[src/rtl/gd6809_dma_arb_if.sv]
// Bus-sharing handshake between the DMA arbiter, the 6809E core and the requesters.
interface gd6809_dma_arb_if #(
    parameter int unsigned NREQ = 4
);
    logic            E;
    logic            BA;
    logic            BS;
    logic [NREQ-1:0] REQ;
    logic            FAULT_CLR;
    logic            nHALT_OUT;
    logic [NREQ-1:0] GNT;
    logic            BUS_OWNED;
    logic            FAULT;

    // Environment side: core status, requests and E.
    modport master (
        output E, BA, BS, REQ, FAULT_CLR,
        input  nHALT_OUT, GNT, BUS_OWNED, FAULT
    );

    // Arbiter side.
    modport slave (
        input  E, BA, BS, REQ, FAULT_CLR,
        output nHALT_OUT, GNT, BUS_OWNED, FAULT
    );
endinterface

[src/rtl/gd6809_dma_arb.sv]
// Round-robin DMA bus arbiter for the soft 6809E: halts the core, grants the
// bus to one requester at a time with a burst limit, then hands it back.
// Everything is paced by falling edges of E, detected in the fpgaclk domain.
module gd6809_dma_arb #(
    parameter int unsigned NREQ         = 4,
    parameter int unsigned MAX_BURST    = 16,
    parameter int unsigned HALT_TIMEOUT = 64
) (
    input  logic                    fpgaclk,
    input  logic                    RESET,
    gd6809_dma_arb_if.slave         bus
);

    localparam int unsigned PTR_W   = (NREQ > 1)         ? $clog2(NREQ)         : 1;
    localparam int unsigned TMO_W   = (HALT_TIMEOUT > 1) ? $clog2(HALT_TIMEOUT) : 1;
    localparam int unsigned BURST_W = (MAX_BURST > 1)    ? $clog2(MAX_BURST)    : 1;

    localparam logic [PTR_W-1:0]   LAST_IDX   = PTR_W'(NREQ - 1);
    localparam logic [TMO_W-1:0]   TMO_LAST   = TMO_W'(HALT_TIMEOUT - 1);
    localparam logic [BURST_W-1:0] BURST_LAST = BURST_W'(MAX_BURST - 1);

    typedef enum logic [2:0] {
        S_IDLE      = 3'd0,
        S_HALT_WAIT = 3'd1,
        S_GRANT     = 3'd2,
        S_GAP       = 3'd3,
        S_RELEASE   = 3'd4
    } state_t;

    state_t             state_q, state_d;
    logic [2:0]         e_sync_q, e_sync_d;
    logic [TMO_W-1:0]   tmo_q, tmo_d;
    logic [BURST_W-1:0] burst_q, burst_d;
    logic [PTR_W-1:0]   rr_ptr_q, rr_ptr_d;
    logic [PTR_W-1:0]   winner_q, winner_d;
    logic               nhalt_q, nhalt_d;
    logic [NREQ-1:0]    gnt_q, gnt_d;
    logic               bus_owned_q, bus_owned_d;
    logic               fault_q, fault_d;

    logic               efall;
    logic               arb_found;
    logic [PTR_W-1:0]   arb_idx;
    logic               fault_set;
    logic               do_arb;
    logic               end_grant;
    logic               tmo_clr;
    logic               tmo_inc;
    logic               burst_inc;

    // E synchroniser: bit0 = E_s1, bit1 = E_s2, bit2 = E_s3.
    always_comb begin
        e_sync_d = {e_sync_q[1:0], bus.E};
    end

    assign efall = e_sync_q[2] & ~e_sync_q[1];

    // Round-robin search: first pending request at or after rr_ptr, wrapping mod NREQ.
    always_comb begin
        int unsigned k;
        arb_found = 1'b0;
        arb_idx   = '0;
        k         = 0;
        for (int unsigned i = 0; i < NREQ; i++) begin
            k = 32'(rr_ptr_q) + i;
            if (k >= NREQ) begin
                k = k - NREQ;
            end
            if (!arb_found && bus.REQ[PTR_W'(k)]) begin
                arb_found = 1'b1;
                arb_idx   = PTR_W'(k);
            end
        end
    end

    // State and output registers.
    always_ff @(posedge fpgaclk or posedge RESET) begin
        if (RESET) begin
            state_q     <= S_IDLE;
            e_sync_q    <= '0;
            tmo_q       <= '0;
            burst_q     <= '0;
            rr_ptr_q    <= '0;
            winner_q    <= '0;
            nhalt_q     <= 1'b1;
            gnt_q       <= '0;
            bus_owned_q <= 1'b0;
            fault_q     <= 1'b0;
        end else begin
            state_q     <= state_d;
            e_sync_q    <= e_sync_d;
            tmo_q       <= tmo_d;
            burst_q     <= burst_d;
            rr_ptr_q    <= rr_ptr_d;
            winner_q    <= winner_d;
            nhalt_q     <= nhalt_d;
            gnt_q       <= gnt_d;
            bus_owned_q <= bus_owned_d;
            fault_q     <= fault_d;
        end
    end

    // Next-state logic; BA, BS and REQ only matter on an E falling edge.
    always_comb begin
        state_d   = state_q;
        fault_set = 1'b0;
        do_arb    = 1'b0;
        end_grant = 1'b0;
        tmo_clr   = 1'b0;
        tmo_inc   = 1'b0;
        burst_inc = 1'b0;
        case (state_q)
            S_IDLE: begin
                if (efall && (|bus.REQ)) begin
                    state_d = S_HALT_WAIT;
                    tmo_clr = 1'b1;
                end
            end
            S_HALT_WAIT: begin
                if (efall) begin
                    if (bus.BA && bus.BS && arb_found) begin
                        state_d = S_GRANT;
                        do_arb  = 1'b1;
                    end else if (!(|bus.REQ)) begin
                        state_d = S_RELEASE;
                    end else if (tmo_q == TMO_LAST) begin
                        state_d   = S_IDLE;
                        fault_set = 1'b1;
                    end else begin
                        tmo_inc = 1'b1;
                    end
                end
            end
            S_GRANT: begin
                if (efall) begin
                    if (!bus.BA) begin
                        state_d   = S_RELEASE;
                        fault_set = 1'b1;
                    end else if (!bus.REQ[winner_q] || (burst_q == BURST_LAST)) begin
                        state_d   = S_GAP;
                        end_grant = 1'b1;
                    end else begin
                        burst_inc = 1'b1;
                    end
                end
            end
            S_GAP: begin
                if (efall) begin
                    if (!bus.BA) begin
                        state_d   = S_RELEASE;
                        fault_set = 1'b1;
                    end else if (arb_found) begin
                        state_d = S_GRANT;
                        do_arb  = 1'b1;
                    end else begin
                        state_d = S_RELEASE;
                    end
                end
            end
            S_RELEASE: begin
                if (efall && !bus.BA) begin
                    state_d = S_IDLE;
                end
            end
            default: begin
                state_d = S_IDLE;
            end
        endcase
    end

    // Counters, pointer and registered outputs derived from the chosen transition.
    always_comb begin
        tmo_d    = tmo_q;
        burst_d  = burst_q;
        rr_ptr_d = rr_ptr_q;
        winner_d = winner_q;
        if (tmo_clr) begin
            tmo_d = '0;
        end else if (tmo_inc) begin
            tmo_d = tmo_q + TMO_W'(1);
        end
        if (do_arb) begin
            burst_d  = '0;
            winner_d = arb_idx;
        end else if (burst_inc) begin
            burst_d = burst_q + BURST_W'(1);
        end
        if (end_grant) begin
            rr_ptr_d = (winner_q == LAST_IDX) ? '0 : winner_q + PTR_W'(1);
        end
        bus_owned_d = (state_d == S_GRANT);
        gnt_d       = (state_d == S_GRANT) ? (NREQ'(1'b1) << winner_d) : '0;
        nhalt_d     = !((state_d == S_HALT_WAIT) || (state_d == S_GRANT) || (state_d == S_GAP));
        fault_d     = fault_set | (fault_q & ~bus.FAULT_CLR);
    end

    assign bus.nHALT_OUT = nhalt_q;
    assign bus.GNT       = gnt_q;
    assign bus.BUS_OWNED = bus_owned_q;
    assign bus.FAULT     = fault_q;

endmodule

[src/flat_wrapper.sv]
// flat-port wrapper written by rule: the top's interface ports become plain ports
module gd6809_dma_arb_flat 
#(
    parameter int unsigned NREQ         = 4,
    parameter int unsigned MAX_BURST    = 16,
    parameter int unsigned HALT_TIMEOUT = 64
)
  (fpgaclk, RESET, bus_E, bus_BA, bus_BS, bus_REQ, bus_FAULT_CLR, bus_nHALT_OUT, bus_GNT, bus_BUS_OWNED, bus_FAULT);
  gd6809_dma_arb_if #(.NREQ(NREQ)) bus_i ();
  input  logic fpgaclk;
  input  logic RESET;
  input wire logic [$bits(bus_i.E)-1:0] bus_E;
  input wire logic [$bits(bus_i.BA)-1:0] bus_BA;
  input wire logic [$bits(bus_i.BS)-1:0] bus_BS;
  input wire logic [$bits(bus_i.REQ)-1:0] bus_REQ;
  input wire logic [$bits(bus_i.FAULT_CLR)-1:0] bus_FAULT_CLR;
  output wire logic [$bits(bus_i.nHALT_OUT)-1:0] bus_nHALT_OUT;
  output wire logic [$bits(bus_i.GNT)-1:0] bus_GNT;
  output wire logic [$bits(bus_i.BUS_OWNED)-1:0] bus_BUS_OWNED;
  output wire logic [$bits(bus_i.FAULT)-1:0] bus_FAULT;
  assign bus_i.E = bus_E;
  assign bus_i.BA = bus_BA;
  assign bus_i.BS = bus_BS;
  assign bus_i.REQ = bus_REQ;
  assign bus_i.FAULT_CLR = bus_FAULT_CLR;
  assign bus_nHALT_OUT = bus_i.nHALT_OUT;
  assign bus_GNT = bus_i.GNT;
  assign bus_BUS_OWNED = bus_i.BUS_OWNED;
  assign bus_FAULT = bus_i.FAULT;
  gd6809_dma_arb #(.NREQ(NREQ), .MAX_BURST(MAX_BURST), .HALT_TIMEOUT(HALT_TIMEOUT)) u_core (.fpgaclk(fpgaclk), .RESET(RESET), .bus(bus_i));
endmodule
[config.mk]
export PLATFORM = sky130hd
export DESIGN_NAME = gd6809_dma_arb_flat
export DESIGN_NICKNAME = d
export VERILOG_FILES = /design/src/rtl/gd6809_dma_arb_if.sv /design/src/rtl/gd6809_dma_arb.sv /design/src/flat_wrapper.sv
export SDC_FILE = /design/constraint.sdc
export NUM_CORES = 1
export LEC_CHECK = 0
export BUFFER_PORTS_ARGS = -buffer_cell sky130_fd_sc_hd__buf_4
export CORE_ASPECT_RATIO = 1.75
export CORE_UTILIZATION = 35
export CTS_CLUSTER_DIAMETER = 150
export DETAILED_ROUTE_END_ITERATION = 10
export GPL_TIMING_DRIVEN = 0
export MAX_ROUTING_LAYER = met4
export PLACE_DENSITY = 0.52
export RECOVER_POWER = 50
export SLEW_MARGIN = 25
export SYNTH_ARGS = -nofsm -noshare
export SYNTH_HDL_FRONTEND = slang
export SYNTH_SLANG_ARGS = --single-unit
export TNS_END_PERCENT = 5
[constraint.sdc]
create_clock -name fpgaclk -period 2.9 [get_ports fpgaclk]
set_input_delay 0.29 -clock fpgaclk [delete_from_list [all_inputs] [get_ports fpgaclk]]
set_output_delay 0.29 -clock fpgaclk [all_outputs]
set_load 0.02 [all_outputs]
**Word-level counts from Yosys, hierarchy flattened**

Index checks and enable logic that the tools add are counted.

- Latch bits: 0
- Output and inout bits: 7
- Input port bits: 10
- Memories: 0
- Word-level logic and storage cells: 136
- Memory bits (read-only): 0
- Register bits after elaboration: 27
- Memory bits (writable): 0

- $mul: 0
- Order comparisons: 9
- Reduce and logical (&&, ||, !) cells: 21
- Muxes and demuxes: 70
- Div/mod/pow operators: 0
- Equal/unequal tests: 10
- Bitwise operators: 5
- $add $sub $neg: 10
- Shifts and indexed selects: 1

Operator list:

| cell | count |
|---|---|
| 3-bit 2-to-1 mux | 12 |
| 1-bit 2-to-1 mux | 35 |
| 2-bit 2-to-1 mux | 10 |
| 2-bit by 3-bit < comparator with 1-bit output, second input constant | 5 |
| 3-bit case mux with 5 select lines | 1 |
| 3-bit by 2-bit == test with 1-bit output, second input constant | 4 |
| 4-bit 2-to-1 mux | 3 |
| 6-bit 2-to-1 mux | 2 |
| 1-bit binary-select mux with 2-bit select | 5 |
| 3-bit greater-or-equal comparator, second input constant | 3 |
| 2-bit by 1-bit subtractor with 2-bit output, second input constant | 4 |
| 1-bit logical AND | 7 |
| 2-bit by 2-bit adder with 3-bit output, second input constant | 2 |
| 6-bit by 1-bit adder with 6-bit output, second input constant | 1 |
| 3-bit by 1-bit == test with 1-bit output, second input constant | 2 |
| 6-bit == test, second input constant | 1 |
| 1-bit zero test | 6 |
| 4-bit by 1-bit adder with 4-bit output, second input constant | 1 |
| 4-bit == test, second input constant | 1 |
| 1-bit case mux with 2 select lines | 2 |
| 2-bit nonzero test | 2 |
| 4-bit OR reduction | 1 |
| 1-bit by 2-bit << shifter with 4-bit output, first input constant | 1 |
| 2-bit by 1-bit adder with 3-bit output, second input constant | 1 |
| 10 further kinds | 14 |

**Depth between registers and ports, before layout**

- Depth after elaboration: 22
- Depth in mapped cells: 5
- Depth with buffers taken out: 5

**Worst setup path before layout**

OpenSTA, ideal clock, no wires.

- Path kind: flip-flop to flip-flop
- From: register u_core.winner_q[0]
- To: register u_core.gnt_q[3], in the netlist u_core.bus.GNT[3]
- Path slack: 1.085 ns
- Clock period less this slack: 1.815 ns
- Data required time: 2.780 ns
- Buffers on the path: 0
- Stages on the path, launching flop included: 5
- Data arrival time: 1.695 ns
- Library setup time: 0.120 ns
- Path through: dfrtp_1 -> mux4_2 -> a2111oi_4 -> a2111o_2 -> and3b_1

- Cells in the longest elaborated chain, start to end: 10
- Elaborated cells between the ends (all ways): 12
- Those cells by class: 1 x eq/ne; 1 x shift; 8 x mux; 2 x reduce/logical

Ends and longest elaborated chain:

| item | RTL line | RTL |
|---|---|---|
| start: declaration | gd6809_dma_arb.sv:35 | `logic [PTR_W-1:0] winner_q, winner_d;` |
| start signal: assignment | gd6809_dma_arb.sv:95 | `winner_q <= winner_d;` |
| 1-bit binary-select mux with 2-bit select | gd6809_dma_arb.sv:139 | `end else if (!bus.REQ[winner_q] \|\| (burst_q == BURST_LAST)) begin` |
| 1-bit 2-to-1 mux (not written as such) | gd6809_dma_arb.sv:139 |  |
| 1-bit zero test | gd6809_dma_arb.sv:139 |  |
| 1-bit logical OR | gd6809_dma_arb.sv:139 |  |
| 3-bit 2-to-1 mux | gd6809_dma_arb.sv:139 |  |
| 3-bit 2-to-1 mux | gd6809_dma_arb.sv:136 | `if (!bus.BA) begin` |
| 3-bit 2-to-1 mux | gd6809_dma_arb.sv:135 | `if (efall) begin` |
| 3-bit case mux with 5 select lines | gd6809_dma_arb.sv:112 | `case (state_q)` |
| 3-bit by 2-bit == test with 1-bit output | gd6809_dma_arb.sv:192 | `gnt_d = (state_d == S_GRANT) ? (NREQ'(1'b1) << winner_d) : '0;` |
| 4-bit 2-to-1 mux (*) | gd6809_dma_arb.sv:192 |  |
| via u_core.gnt_d[3] | gd6809_dma_arb.sv:37 | `logic [NREQ-1:0] gnt_q, gnt_d;` |
| end signal: assignment | gd6809_dma_arb.sv:97 | `gnt_q <= gnt_d;` |
| end: declaration | gd6809_dma_arb.sv:37 |  |

Mark *: on every way through the listed nets, which the timed path passes. The rest lies on a longest branch. The select of a mux whose other input is x is not followed.
A chain may end at the register's enable or synchronous reset.

**Worst setup path after layout**

Same ends and word-level chain as after synthesis.

==> summary.md <==
| Metric | Value |
|---|---|
| H-Tree Depth | 1 |
| Crit end category | flip-flop |
| Wire per inst | 15.2 um |
| Worst setup SP type | flip-flop |
| Fillers | 414 |
| Nets | 181 |
| RSZ-0062 raised after global routing | no |
| All-layer global routing usage | 0.168 |
| Crit path largest cell delay | 0.58 ns |
| Main flop type after synthesis | dfrtp_1 |
| DP Wirelength | 2.49 mm |
| Max cap viols | 0 |
| Cells after Synth | 147 |
| Layout area overhead | 14.8% |
| Mapped Nets | 160 |
| WHS | 0.139 ns |
| Post-synth ARST share | 1.00 |
| Period Utilization, post-route | 0.699 |
| Register area share after synthesis | 0.442 |
| Status | complete, no violations |
| CTS Hold Bufs | 0 |
| Clock Skew | 0.00306 ns |
| Clock Sinks | 27 |
| Chip width | 52.0 um |
| Gpl congestion | 0.809 |
| Final setup viols | 0 |
| Pre-CTS setup slack | 0.850 ns |
| CP Cell Sequence | mux4_2, a2111oi_4, a2111o_2, and3b_1 |
| Worst EP arrival | 2.20 ns |
| Number of distinct library cells after synthesis | 47 |
| Via density | 5.52 |
| Syn avg cell area | 10.4 um2 |
| Slowest CP cell | mux4_2 |
| Antenna violations before repair | 0 |
| Ratio of cells with drive above 1 in the final layout | 0.216 |
| Synth warnings | 0 |
| Post-synth EDFFs | 0 |
| Total grt overflow | 0 |
| WHS Path Cells | 1 |
| Reg clk slew, reported paths | 0.09 ns |
| Final worst path period need | 2.03 ns |
| Worst r2r path cells | 4 |
| Worst-Margin Slew | 1.03 ns |
| WS Path Type | reg -> reg |
| Area leader, netlist | dfrtp_1 |
| Rows | 31 |
| Worst Hold Class | in -> reg |
| Power per standard cell area | 704 nW/um2 |
| Clk buf depth | 2 |
| Largest net degree at the start of global routing | 28 |
| Routed Antenna Nets | 0 |
| Top cells by area, synth | dfrtp_1 43%, mux2i_1 3.3%, a21oi_1 2.9% |
| First-pass GRT wire length | 5.60 mm |
| Max Clk Rate | 493 MHz |
| Core Region | 4150 um2 |
| Antenna diode count | 0 |
| Synthesis-stage register bit count | 27 |
| Power, Total | 0.00124 W |
| Vias post-DR | 1,193 |
| Final hold violations | 0 |
| DR pass1 iterations | 4 |
| I/O Buffers | 16 |
| Initial Util | 0.369 |
| Slew margin rel. | 0.310 |
| CP Max Fanout | 5 |
| Synth top cells by count | 26 x dfrtp_1, 9 x a21oi_1, 9 x nand2_1, 9 x nor2_1, 7 x inv_1 |
| Final Max Slew Viols | 0 |
| Crit path required time | 3.07 ns |
| Clk_lat worst skew | 0.27 ns |
| Die Area | 4650 um2 |
| Setup Fix Bufs, Post-CTS | 0 |
| Via count of the first global-routing pass | 1,190 |
| Leak pwr | 0.763 nW |
| Area of the multi-input gates | 795 um2 |
| # IOs | 17 |
| Reg area | 677 um2 |
| DRT Wirelength | 3.29 mm |
| Final setup TNS | 0 ns |
| Die Span Y | 89.5 um |
| R2R setup slack | 0.87 ns |
| DR iter-0 viols | 9 |
| Most frequent cell after synthesis | dfrtp_1 |
| Post-synth top area share | 0.425 |
| # DRC | 0 |
| Clock root cell | clkbuf_8 |
| CTS tree | built |
| Post-Synthesis Cell Area | 1530 um2 |
| PnR worst setup slack | 0.872 ns |
| Number of buffers created by CTS | 3 |
| Resized Gates After CTS | 0 |
| IR drop worst, VDD | 353 uV |
[stage by stage]
step	cell area (um2)	utilization	cells
after global placement	1710	0.412	212
after floorplan	1530	-	147
after detailed placement	1710	0.412	212
final	1760	0.423	216
after CTS	1760	0.423	216
after global routing	1760	0.423	216
[path summary, 6_finish.rpt]
check,startpoint,end
max,u_core.winner_q[0]$_DFF_PP0_,u_core.bus.GNT[3]$_DFF_PP0_
min reg2reg,u_core.e_sync_q[0]$_DFF_PP0_,u_core.e_sync_q[1]$_DFF_PP0_
min,bus_E,u_core.e_sync_q[0]$_DFF_PP0_
max reg2reg,u_core.winner_q[0]$_DFF_PP0_,u_core.bus.GNT[3]$_DFF_PP0_
max in group asynchronous,RESET,u_core.state_q[2]$_DFF_PP0_
min in group asynchronous,RESET,u_core.bus.GNT[3]$_DFF_PP0_
[metal layers]
layer,track usage,share of wire,vias to the layer above,wire (um)
li1,-,-,587,-
met1,0.184,0.40,584,1330
met2,0.303,0.56,17,1850
met3,0.0204,0.019,5,61
met4,0.0590,0.014,0,46
met5,-,0,-,0
[power by group]
group	switching, W	internal (W)
logic	0.000272	0.000215
clock network	0.000114	0.0000984
registers	0.0000730	0.000466
total	0.000458	0.000779
[layout by cell type, fill, tap and decap left out, types with 4 or more instances in the layout]
cell type  instances
nand2_1            9
a21oi_1            9
nor3_1             4
or3_1              4
nor2_1             9
mux2i_1            5
nand2b_1           5
buf_4             15
dfrtp_1           26
nor4_1             4
o21ai_0            5
nand3_1            6
inv_1              7
[cell type report]
type | instances | share of cell area
multi-input combinational | 108 | 0.452
sequential | 27 | 0.385
timing repair buffer | 16 | 0.0684
tap | 49 | 0.0349
clock buffer | 4 | 0.0256
buffer | 5 | 0.0185
inverter | 7 | 0.0150
[registers in the layout, indices dropped and copies added (netlist names)]
register,cells
u_core.burst_q,4
u_core.bus.BUS_OWNED,1
u_core.bus.FAULT,1
u_core.bus.GNT,4
u_core.bus.nHALT_OUT,1
u_core.e_sync_q,3
u_core.rr_ptr_q,2
u_core.state_q,3
u_core.tmo_q,6
u_core.winner_q,2
[critical path, delay by kind of cell, from the launching register on]
kind | cells | cell delay [ns]
AO/OA/AOI/OAI | 2 | 0.72
multiplexers | 1 | 0.58
AND/OR/NAND/NOR | 1 | 0.18
flip-flops | 1 | 0.44
[cells by family after synthesis]
family	synth area share
AND/OR/NAND/NOR	0.258
AO/OA/AOI/OAI	0.169
flip-flops	0.442
buffers and inverters	0.0384
multiplexers	0.0621
adder cells (fa/ha/maj)	0.0245
XOR/XNOR	0.00572
No activity file was read; power rests on OpenSTA's default activity.
